<file path="src/rtl/arm_pkg.sv">
// Shared ARM core definitions: datapath widths, ALU execute-command codes and the
// ID/EXE pipeline bundle.
package arm_pkg;

  localparam int unsigned DATA_WIDTH     = 32;
  localparam int unsigned REG_ADDR_WIDTH = 4;
  localparam int unsigned CMD_WIDTH      = 4;

  // ALU execute-command encodings. CMP/TST and LDR/STR reuse the SUB/AND/ADD codes.
  localparam logic [CMD_WIDTH-1:0] EXE_MOV = 4'b0001;
  localparam logic [CMD_WIDTH-1:0] EXE_MVN = 4'b1001;
  localparam logic [CMD_WIDTH-1:0] EXE_ADD = 4'b0010;
  localparam logic [CMD_WIDTH-1:0] EXE_ADC = 4'b0011;
  localparam logic [CMD_WIDTH-1:0] EXE_SUB = 4'b0100;
  localparam logic [CMD_WIDTH-1:0] EXE_SBC = 4'b0101;
  localparam logic [CMD_WIDTH-1:0] EXE_AND = 4'b0110;
  localparam logic [CMD_WIDTH-1:0] EXE_ORR = 4'b0111;
  localparam logic [CMD_WIDTH-1:0] EXE_EOR = 4'b1000;
  localparam logic [CMD_WIDTH-1:0] EXE_CMP = 4'b0100;
  localparam logic [CMD_WIDTH-1:0] EXE_TST = 4'b0110;
  localparam logic [CMD_WIDTH-1:0] EXE_LDR = 4'b0010;
  localparam logic [CMD_WIDTH-1:0] EXE_STR = 4'b0010;

  typedef struct packed {
    logic                      valid;
    logic                      wb_en;
    logic                      mem_r_en;
    logic                      mem_w_en;
    logic                      mem_en;
    logic                      b;
    logic                      s;
    logic [CMD_WIDTH-1:0]      exe_cmd;
    logic [DATA_WIDTH-1:0]     pc;
    logic [DATA_WIDTH-1:0]     val_rn;
    logic [DATA_WIDTH-1:0]     val_rm;
    logic                      imm;
    logic [11:0]               shift_operand;
    logic [23:0]               signed_imm24;
    logic [REG_ADDR_WIDTH-1:0] dest;
    logic [REG_ADDR_WIDTH-1:0] src1;
    logic [REG_ADDR_WIDTH-1:0] src2;
    logic                      status_c;
  } id_exe_bundle_t;

endpackage

</file>
<file path="src/rtl/pipe_reg.sv">
// Generic pipeline register: async active-high reset, synchronous clear (bubble)
// which takes priority over hold (stall).
module pipe_reg #(
  parameter int unsigned WIDTH = 1
) (
  input  logic             clk,
  input  logic             rst,
  input  logic             i_clear,
  input  logic             i_hold,
  input  logic [WIDTH-1:0] i_d,
  output logic [WIDTH-1:0] o_q
);

  logic [WIDTH-1:0] r_q;

  always_ff @(posedge clk or posedge rst) begin
    if (rst) begin
      r_q <= '0;
    end else if (i_clear) begin
      r_q <= '0;
    end else if (!i_hold) begin
      r_q <= i_d;
    end
  end

  assign o_q = r_q;

endmodule

</file>
<file path="src/rtl/id_exe_stage_reg.sv">
// ID/EXE pipeline register of the 5-stage ARM core. Control bits are gated by
// id_valid before capture so an invalid ID slot never writes architectural state.
module id_exe_stage_reg #(
  parameter int unsigned DATA_WIDTH     = arm_pkg::DATA_WIDTH,
  parameter int unsigned REG_ADDR_WIDTH = arm_pkg::REG_ADDR_WIDTH,
  parameter int unsigned CMD_WIDTH      = arm_pkg::CMD_WIDTH
) (
  input  logic                      clk,
  input  logic                      rst,
  input  logic                      freeze,
  input  logic                      flush,
  input  logic                      id_valid,
  input  logic                      id_wb_en,
  input  logic                      id_mem_r_en,
  input  logic                      id_mem_w_en,
  input  logic                      id_b,
  input  logic                      id_s,
  input  logic [CMD_WIDTH-1:0]      id_exe_cmd,
  input  logic [DATA_WIDTH-1:0]     id_pc,
  input  logic [DATA_WIDTH-1:0]     id_val_rn,
  input  logic [DATA_WIDTH-1:0]     id_val_rm,
  input  logic                      id_imm,
  input  logic [11:0]               id_shift_operand,
  input  logic [23:0]               id_signed_imm24,
  input  logic [REG_ADDR_WIDTH-1:0] id_dest,
  input  logic [REG_ADDR_WIDTH-1:0] id_src1,
  input  logic [REG_ADDR_WIDTH-1:0] id_src2,
  input  logic                      id_status_c,
  output logic                      exe_valid,
  output logic                      exe_wb_en,
  output logic                      exe_mem_r_en,
  output logic                      exe_mem_w_en,
  output logic                      exe_mem_en,
  output logic                      exe_b,
  output logic                      exe_s,
  output logic [CMD_WIDTH-1:0]      exe_exe_cmd,
  output logic [DATA_WIDTH-1:0]     exe_pc,
  output logic [DATA_WIDTH-1:0]     exe_val_rn,
  output logic [DATA_WIDTH-1:0]     exe_val_rm,
  output logic                      exe_imm,
  output logic [11:0]               exe_shift_operand,
  output logic [23:0]               exe_signed_imm24,
  output logic [REG_ADDR_WIDTH-1:0] exe_dest,
  output logic [REG_ADDR_WIDTH-1:0] exe_src1,
  output logic [REG_ADDR_WIDTH-1:0] exe_src2,
  output logic                      exe_status_c
);

  import arm_pkg::*;

  id_exe_bundle_t w_d;
  id_exe_bundle_t w_q;

  always_comb begin
    w_d               = '0;
    w_d.valid         = id_valid;
    w_d.wb_en         = id_valid & id_wb_en;
    w_d.mem_r_en      = id_valid & id_mem_r_en;
    w_d.mem_w_en      = id_valid & id_mem_w_en;
    w_d.b             = id_valid & id_b;
    w_d.s             = id_valid & id_s;
    // Registered so the Val2 generator sees a flop output, not extra logic.
    w_d.mem_en        = w_d.mem_r_en | w_d.mem_w_en;
    w_d.exe_cmd       = id_exe_cmd;
    w_d.pc            = id_pc;
    w_d.val_rn        = id_val_rn;
    w_d.val_rm        = id_val_rm;
    w_d.imm           = id_imm;
    w_d.shift_operand = id_shift_operand;
    w_d.signed_imm24  = id_signed_imm24;
    w_d.dest          = id_dest;
    w_d.src1          = id_src1;
    w_d.src2          = id_src2;
    w_d.status_c      = id_status_c;
  end

  pipe_reg #(
    .WIDTH($bits(id_exe_bundle_t))
  ) u_pipe_reg (
    .clk    (clk),
    .rst    (rst),
    .i_clear(flush),
    .i_hold (freeze),
    .i_d    (w_d),
    .o_q    (w_q)
  );

  assign exe_valid         = w_q.valid;
  assign exe_wb_en         = w_q.wb_en;
  assign exe_mem_r_en      = w_q.mem_r_en;
  assign exe_mem_w_en      = w_q.mem_w_en;
  assign exe_mem_en        = w_q.mem_en;
  assign exe_b             = w_q.b;
  assign exe_s             = w_q.s;
  assign exe_exe_cmd       = w_q.exe_cmd;
  assign exe_pc            = w_q.pc;
  assign exe_val_rn        = w_q.val_rn;
  assign exe_val_rm        = w_q.val_rm;
  assign exe_imm           = w_q.imm;
  assign exe_shift_operand = w_q.shift_operand;
  assign exe_signed_imm24  = w_q.signed_imm24;
  assign exe_dest          = w_q.dest;
  assign exe_src1          = w_q.src1;
  assign exe_src2          = w_q.src2;
  assign exe_status_c      = w_q.status_c;

endmodule

</file>
<file path="config.mk">
export PLATFORM = sky130hd
export DESIGN_NAME = id_exe_stage_reg
export DESIGN_NICKNAME = d
export VERILOG_FILES = /design/src/rtl/arm_pkg.sv /design/src/rtl/pipe_reg.sv /design/src/rtl/id_exe_stage_reg.sv
export SDC_FILE = /design/constraint.sdc
export NUM_CORES = 1
export LEC_CHECK = 0
export BUFFER_PORTS_ARGS = -buffer_cell sky130_fd_sc_hd__buf_2
export CAP_MARGIN = 30
export CORE_UTILIZATION = 40
export CTS_CLUSTER_SIZE = 24
export DETAILED_ROUTE_END_ITERATION = 7
export PLACE_DENSITY = 0.81
export RECOVER_POWER = 100
export SYNTH_ARGS = -nofsm -noshare
export SYNTH_HDL_FRONTEND = slang
export SYNTH_HIERARCHICAL = 1
export SYNTH_SLANG_ARGS = --single-unit
</file>
<file path="constraint.sdc">
create_clock -name clk -period 15.9 [get_ports clk]
set_input_delay 3.975 -clock clk [delete_from_list [all_inputs] [get_ports clk]]
set_output_delay 3.975 -clock clk [all_outputs]
set_load 0.01 [all_outputs]
</file>
* Word level (Yosys, flattened, before mapping)
Cells that the tools add are included.
** Cells by class
- $add $sub $neg :: 0
- Multiply operators :: 0
- Div/mod/pow operators :: 0
- Order comparisons :: 0
- Eq/ne operators :: 1
- Shift-type cells :: 0
- Multiplexer cells :: 2
- Bitwise operators :: 6
- Reduce and logical (&&, ||, !) cells :: 0
** Operators with widths (count)
- 157-bit two-way mux :: 2
- 1-bit AND :: 5
- 2-bit by 1-bit inequality test with 1-bit output, second input constant :: 1
- 1-bit bitwise OR :: 1
** Word-level totals
- Register bits :: 157
- Latch bits :: 0
- Bits in writable memories :: 0
- Memory bits (read-only) :: 0
- Memories kept :: 0

* Logic depth before layout (Yosys ltp)
Gate-level depths: netlist of the first run.
- Depth in word-level cells :: 4
- Mapped depth :: 5

* Hierarchy
Netlist of the first run, hierarchy kept.
** By module, submodules not included
- pipe_reg :: times used 1, cells each 507, area an instance 6477.5 µm², seq. area each 3928.8 µm²
- id_exe_stage_reg :: times used 1, cells each 6, area an instance 38.8 µm², seq. area each 0.0 µm²

* Worst setup path after synthesis of the first run
OpenSTA, ideal clock, no wires.
- Path kind :: input to register
- Start point :: input port freeze
- End point :: register u_pipe_reg.r_q[0] (netlist: u_pipe_reg/o_q[0])
- Arrival time :: 4.621 ns
- Setup slack :: 11.147 ns
- Cell stages on the path :: 5
- Buffers on the path :: 3
- Path through :: buf_4 -> buf_12 -> buf_12 -> mux2i_1 -> nor2_1
** Between the ends
- Longest elaborated chain between the ends :: 1
** RTL lines
- from (decl) :: RTL line id_exe_stage_reg.sv:10 : input logic freeze,
- 2-bit by 1-bit inequality test with 1-bit output (no source line)
- to (signal assigned) :: RTL line pipe_reg.sv:22 : r_q <= i_d;
- to (decl) :: RTL line pipe_reg.sv:14 : logic [WIDTH-1:0] r_q;
No other way between the ends.
A chain may end at the register's enable or synchronous reset.

* Worst setup path after layout of the first run
- Start point :: input port freeze
- End point :: register u_pipe_reg.r_q[73] (netlist: u_pipe_reg/o_q[73])
Same word-level chain as after synthesis.

==> metrics.csv, run 1 <==
metric;value;unit
drt via density;4.638;
CP startpoint kind;input pin;
most frequent cells after synthesis;157 x dfrtp_1, 157 x mux2i_1, 157 x nor2_1;
CP endpoint kind;flip-flop;
failing checks;capacitance limit, slew limit;
CP dominant cell by count;clkbuf_1;
die span in x;129.6;µm
Worst VDD drop;61.62;µV
synth top area cells;dfrtp_1 60%, mux2i_1 24%, nor2_1 9.0%;
Longest Clk Path Bufs;2;
# clock sinks;157;
DR DRC count;0;
Layout area overhead;29.88;%
worst slack, placed;9.644;ns
Post-Synth Simple-Gate Area;9.524;%
setup TNS;0;ns
Max Fclk;105.3;MHz
die height;129.6;µm
Synth Instances;513;
post-CTS sizing;0;
RSZ-0062 raised after global routing;no;
Filler cells;1477;
initial core utilization;41.02;%
Hold Path Class;flip-flop to flip-flop;
Compound-Gate Fraction of Synth Area;0.1152;%
initial antenna violation count;0;
maxcap violations;3;
Root Buffer;clkbuf_16;
CTS buffer count;17;
initial detailed-routing violation count;246;
number of global-route vias before repair;4564;
EDFF count, synth;0;
actual slew at the worst max-slew pin;6.601;ns
total number of vias;4842;
Relative slew margins;-340.1;%
Register Area;3929;µm²
Overflow after GRT;0;
post-route ant nets;0;
Total Power;983.2;µW
CP max stage delay;4.51;ns
I/O pin total;317;
worst endpoint required time;16.15;ns
# hold bufs at CTS;0;
Min-Delay Endpoint;u_pipe_reg/o_q[119]$_DFFE_PP0P_;
first-pass GRT wire length;22.73;mm
Multi-input gate area;2200;µm²
Critical Path Fanout Max;95;
n_diodes;0;
CP Class;input pin to flip-flop;
Core ar.;15890;µm²
hold path cells;2;
worst r2r path cells;2;
IO Port Bufs;316;
Tmin final;9.492;ns
Cell Area, Synth;6516;µm²
cells along the critical path;clkbuf_1, clkbuf_1, buf_16, mux2i_1, nor2_1;
main combinational cell family by area after synthesis;multiplexers;
area leader, netlist;dfrtp_1;
First-pass DRT Iterations;5;
Clk pin slew, worst setup/hold paths;0.06;ns
flop-to-flop setup slack;15.06;ns
Slowest-stage cell, CP;clkbuf_1;
Worst Skew;0;ns
Ys Warns;6;
P_leak;4.457;nW
routed wire length;15.17;mm
drt wl/cell;14.53;µm
flop and latch count out of synthesis;157;
Post-Synth XOR/XNOR Area;0;%
largest net degree at the start of global routing;96;
Setup WS post-layout;6.408;ns
post-synthesis sequential area ratio;60.29;%
syn nets;673;
Largest register FFs;157;
Worst Path Arrival;9.74;ns
global-route usage over all layers;17.45;%
Clock Latency Late Sink;0.41;ns
HP Start;u_pipe_reg/o_q[119]$_DFFE_PP0P_;
reg-to-reg endpoint;u_pipe_reg/o_q[23]$_DFFE_PP0P_;
adder-cell share of the synthesized area;0;%
TritonCTS clock tree;built;
setup repair bufs after CTS;0;
Detailed Place HPWL;10.34;mm
max-slew violations;256;
multiplexer share of the synthesized area;24.12;%
count of final setup violators;0;
prevailing post-synth register cell;dfrtp_1;
ys async rst share;100.0;%
GPL Wtd Cong;0.7709;
Final Hold Viols;0;
library cells used by synthesis;11;
Pwr Density;116.2;nW/µm²
nets;978;
Syn Area/Cell;12.70;µm²
fin util;53.28;%
htree depth;4;
top cell type's share of synthesized area;60.29;%
status;finished with violations;
Total Die Area;16810;µm²
row cnt;46;
reg-to-reg startpoint;u_pipe_reg/o_q[23]$_DFFE_PP0P_;
share of layout cells above drive strength 1;22.95;%
Final Cycle Share;59.70;%
## critical path, delay by kind of cell
kind / cells / cell delay, ns
simple gates: 1 / 0.07
mux: 1 / 0.26
buf+inv: 3 / 5.25
## cell type report
class                   instances  share of cell area, %
flip-flops and latches        157                  46.42
well taps                     216                  3.193
repair buffers                321                  16.93
clock buffers                  20                  5.514
multi-input cells             320                  25.99
inverters                       1                0.05914
clock inverters                 9                  1.892
## worst max-delay path by stage
stage            from                             end  slack, ns  depth (start not counted)
2_1_floorplan     rst   u_pipe_reg/o_q[0]$_DFFE_PP0P_       7.69                          1
6_report       freeze  u_pipe_reg/o_q[73]$_DFFE_PP0P_       6.41                          5
4_1_cts        freeze  u_pipe_reg/o_q[34]$_DFFE_PP0P_      10.12                          4
3_3_place_gp   freeze  u_pipe_reg/o_q[84]$_DFFE_PP0P_       9.69                          4
5_1_grt           rst  u_pipe_reg/o_q[82]$_DFFE_PP0P_       5.17                          4
3_5_place_dp   freeze  u_pipe_reg/o_q[34]$_DFFE_PP0P_       9.64                          4
## per-layer routing
metal	track usage (%)	share of wire (%)	up-vias
met4	6.566	1.9	0
met1	21.63	41	2319
met2	28.56	50	189
li1	-	-	2310
met5	0	0	-
met3	5.450	6.3	24
## metrics by stage
step / hold slack [ns] / instance area [µm²] / cells
CTS: 0.5206 / 8650 / 1042
floorplan: 0.5591 / 6516 / 513
detailed placement: 0.5066 / 8023 / 1013
global placement: 0.4969 / 8023 / 1013
finish: 0.5195 / 8463 / 1044
global route: 0.5409 / 8463 / 1044
## cells in the final DEF, fill, tap and decap left out, drive strengths merged
master,netlist,routed
clkbuf,15,181
buf,20,160
mux2i,157,157
nor2,157,157
dfrtp,157,157
and2,5,5
bufinv,0,4
clkinv,0,3
inv,1,2
o21a,1,1
clkinvlp,0,1
## cells by family after synthesis
kind of cell,Yosys count
muxes,157
DFF,157
AOI/OAI and AO/OA,1
and+or+nand+nor,162
buffers and inverters,36
## report_power, final
group / switching [mW] / leakage (nW) / internal, mW
combinational: 0.0639 / 2.06 / 0.0538
sequential: 0.0124 / 2.09 / 0.422
clock: 0.157 / 0.309 / 0.274
Note: power is estimated with default switching activity, not from simulation.
==> inputs of run 2 (changes only) <==
--- a/config.mk
+++ b/config.mk
@@ -5,12 +5,13 @@
 export SDC_FILE = /design/constraint.sdc
 export NUM_CORES = 1
 export LEC_CHECK = 0
+export ABC_AREA = 1
 export BUFFER_PORTS_ARGS = -buffer_cell sky130_fd_sc_hd__buf_2
 export CAP_MARGIN = 30
 export CORE_UTILIZATION = 40
 export CTS_CLUSTER_SIZE = 24
 export DETAILED_ROUTE_END_ITERATION = 7
-export PLACE_DENSITY = 0.81
+export PLACE_DENSITY = 0.82
 export RECOVER_POWER = 100
 export SYNTH_ARGS = -nofsm -noshare
 export SYNTH_HDL_FRONTEND = slang
==> constraint.sdc (replaced) <==
create_clock -name clk -period 8.9 [get_ports clk]
set_input_delay 2.225 -clock clk [delete_from_list [all_inputs] [get_ports clk]]
set_output_delay 2.225 -clock clk [all_outputs]
set_load 0.01 [all_outputs]
==> run 2 against run 1 <==
Net effect:
- the run still ends with capacitance limit, slew limit left
- clock power is 70% higher
- first-iteration DRC count up 37%
- sequential cell count is the same
- die area down 3.2%
- critical path type unchanged
- critical endpoint is now u_pipe_reg/o_q[126]$_DFFE_PP0P_
==> metrics.csv, run 2 <==
metric;value;unit;change
status;finished with violations;;
failing checks;capacitance limit, slew limit;;
Clk pin slew, worst setup/hold paths;0.06;ns;about the same
largest net degree at the start of global routing;93;;-3.1%
Compound-Gate Fraction of Synth Area;0;%;-0.12 points
worst slack, placed;4.619;ns;-5.025 ns
routed wire length;16.76;mm;+10%
most frequent cells in the layout;320 x nand2_1, 160 x clkbuf_1, 158 x buf_2;;
Largest register FFs;157;;unchanged
I/O pin total;317;;unchanged
Detailed Place HPWL;11.01;mm;+6.5%
initial detailed-routing violation count;336;;+37%
Cell Area, Synth;6302;µm²;-3.3%
Root Buffer;clkbuf_16;;
Setup WS post-layout;3.200;ns;-3.207 ns
setup repair bufs after CTS;0;;unchanged
TritonCTS clock tree;built;;
commonest non-fill, non-tap cell in the layout;nand2_1;;
initial core utilization;41.15;%;+0.13 points
worst endpoint required time;9.25;ns;-6.90 ns
DP Cell Count;1175;;+16%
Post-Synth Simple-Gate Area;31.71;%;+22 points
CTS buffer count;17;;unchanged
synth top area cells;dfrtp_1 62%, nand2_1 19%, nand3_1 12%;;
placed instance area;7854;µm²;-2.1%
post-CTS sizing;0;;unchanged
Worst Path Arrival;6.05;ns;-3.69 ns
ys async rst share;100.0;%;unchanged
top cell type's share of synthesized area;62.34;%;+2.0 points
First-pass DRT Iterations;5;;unchanged
htree depth;4;;unchanged
Relative slew margins;-127.6;%;+210 points
Multi-input gate area;1991;µm²;-9.5%
Worst VDD drop;118.1;µV;+92%
Layout area overhead;31.07;%;
IO Port Bufs;316;;unchanged
flop and latch count out of synthesis;157;;unchanged
total number of vias;5756;;+19%
post-synthesis sequential area ratio;62.34;%;+2.0 points
# hold bufs at CTS;0;;unchanged
Register Area;3929;µm²;unchanged
DR DRC count;0;;unchanged
die span in x;127.5;µm;-1.6%
drt wl/cell;13.88;µm;-4.5%
Pwr Density;204.1;nW/µm²;+76%
share of layout cells above drive strength 1;19.68;%;-3.3 points
CP Class;input pin to flip-flop;;
nets;1144;;+17%
count leader, synth;nand2_1;;
Tmin final;5.700;ns;
Final Instance Count excl. Fillers;1207;;+16%
Longest Clk Path Bufs;2;;unchanged
row cnt;45;;-2.2%
Overflow after GRT;0;;unchanged
design area;8260;µm²;-2.4%
syn nets;854;;+27%
Hold Path Class;flip-flop to flip-flop;;
number of global-route vias before repair;5405;;+18%
global-route usage over all layers;20.36;%;+2.9 points
EDFF count, synth;0;;unchanged
area leader, netlist;dfrtp_1;;
prevailing post-synth register cell;dfrtp_1;;
CP endpoint kind;flip-flop;;
initial antenna violation count;1;;+1
post-route ant nets;0;;unchanged
multiplexer share of the synthesized area;0;%;-24 points
most frequent cells after synthesis;320 x nand2_1, 157 x dfrtp_1, 157 x nand3_1;;
maxcap violations;2;;-1
library cells used by synthesis;11;;unchanged
Max Fclk;175.5;MHz;
drt via density;4.769;;+2.8%
actual slew at the worst max-slew pin;3.396;ns;-3.206 ns
count of final setup violators;0;;unchanged
Final Hold Viols;0;;unchanged
# clock sinks;157;;unchanged
Core ar.;15310;µm²;-3.6%
Clock Latency Late Sink;0.41;ns;about the same
Total Power;1.686;mW;+71%
Post-Synth XOR/XNOR Area;0;%;unchanged
setup TNS;0;ns;unchanged
first-pass GRT wire length;25.92;mm;+14%
Worst Skew;0;ns;unchanged
Critical Path Fanout Max;82;;-14%
Ys Warns;6;;unchanged
n_diodes;0;;unchanged
Syn Area/Cell;9.081;µm²;-29%
Final Cycle Share;64.04;%;
GPL Wtd Cong;0.7839;;+1.7%
max-slew violations;156;;-39%
die height;127.5;µm;-1.6%
adder-cell share of the synthesized area;0;%;unchanged
RSZ-0062 raised after global routing;no;;
P_leak;4.570;nW;+2.5%
Total Die Area;16260;µm²;-3.2%
Synth Instances;694;;+35%
Filler cells;1471;;-0.41%
main combinational cell family by area after synthesis;simple AND/OR/NAND/NOR gates;;
CP startpoint kind;input pin;;
-- run 2: routing by layer --
metal | wire, µm | GRT usage [%] | vias to the layer above
met2 | 8265 | 34.33 | 257
met5 | 10 | 0 | -
li1 | - | - | 2787
met3 | 1203 | 5.318 | 24
met4 | 296 | 9.244 | 2
met1 | 6982 | 24.46 | 2686
-- run 2: stage by stage --
step / utilization (%) / hold slack (ns)
after detailed placement: 51.28 / 0.4878
after global routing: 53.94 / 0.5236
after CTS: 55.16 / 0.5040
after global placement: 51.28 / 0.4835
after floorplan: - / 0.5401
final: 53.94 / 0.5061
-- run 2: worst max-delay path, stage by stage --
cell      delay (ns)
buf_4           0.21
nor2_1          0.12
clkbuf_1        2.20
buf_4           0.94
nand2_1         0.15
nand2_1         0.11
-- run 2: kinds of logic after synthesis --
group,count (synthesis)
DFF,157
buffers and inverters,59
and+or+nand+nor,478
-- run 2: area by class of cell --
cell class                      count  share of cell area (%)
Clock buffer                       18                   5.195
Clock inverter                     13                   1.999
Inverter                            7                  0.3635
Multi-Input combinational cell    478                   24.10
Sequential cell                   157                   47.56
Tap cell                          211                   3.196
Timing Repair Buffer              323                   17.59
-- run 2: worst paths after layout --
path,startpoint,endpoint,cells after the start,slack [ns]
worst max-delay path,freeze,u_pipe_reg/o_q[126]$_DFFE_PP0P_,6,3.20
worst min-delay path,u_pipe_reg/o_q[150]$_DFFE_PP0P_,u_pipe_reg/o_q[150]$_DFFE_PP0P_,2,0.51
worst max register to register,u_pipe_reg/o_q[142]$_DFFE_PP0P_,u_pipe_reg/o_q[142]$_DFFE_PP0P_,2,8.21
worst min register to register,u_pipe_reg/o_q[150]$_DFFE_PP0P_,u_pipe_reg/o_q[150]$_DFFE_PP0P_,2,0.51
max in group asynchronous,rst,u_pipe_reg/o_q[128]$_DFFE_PP0P_,4,4.42
min in group asynchronous,rst,u_pipe_reg/o_q[54]$_DFFE_PP0P_,2,2.79
-- run 2: where the power goes --
part | switching, mW | total, mW | internal, mW
Clock | 0.291 | 0.733 | 0.441
Sequential | 0.0224 | 0.776 | 0.753
Combinational | 0.115 | 0.177 | 0.0627
Total | 0.429 | 1.69 | 1.26
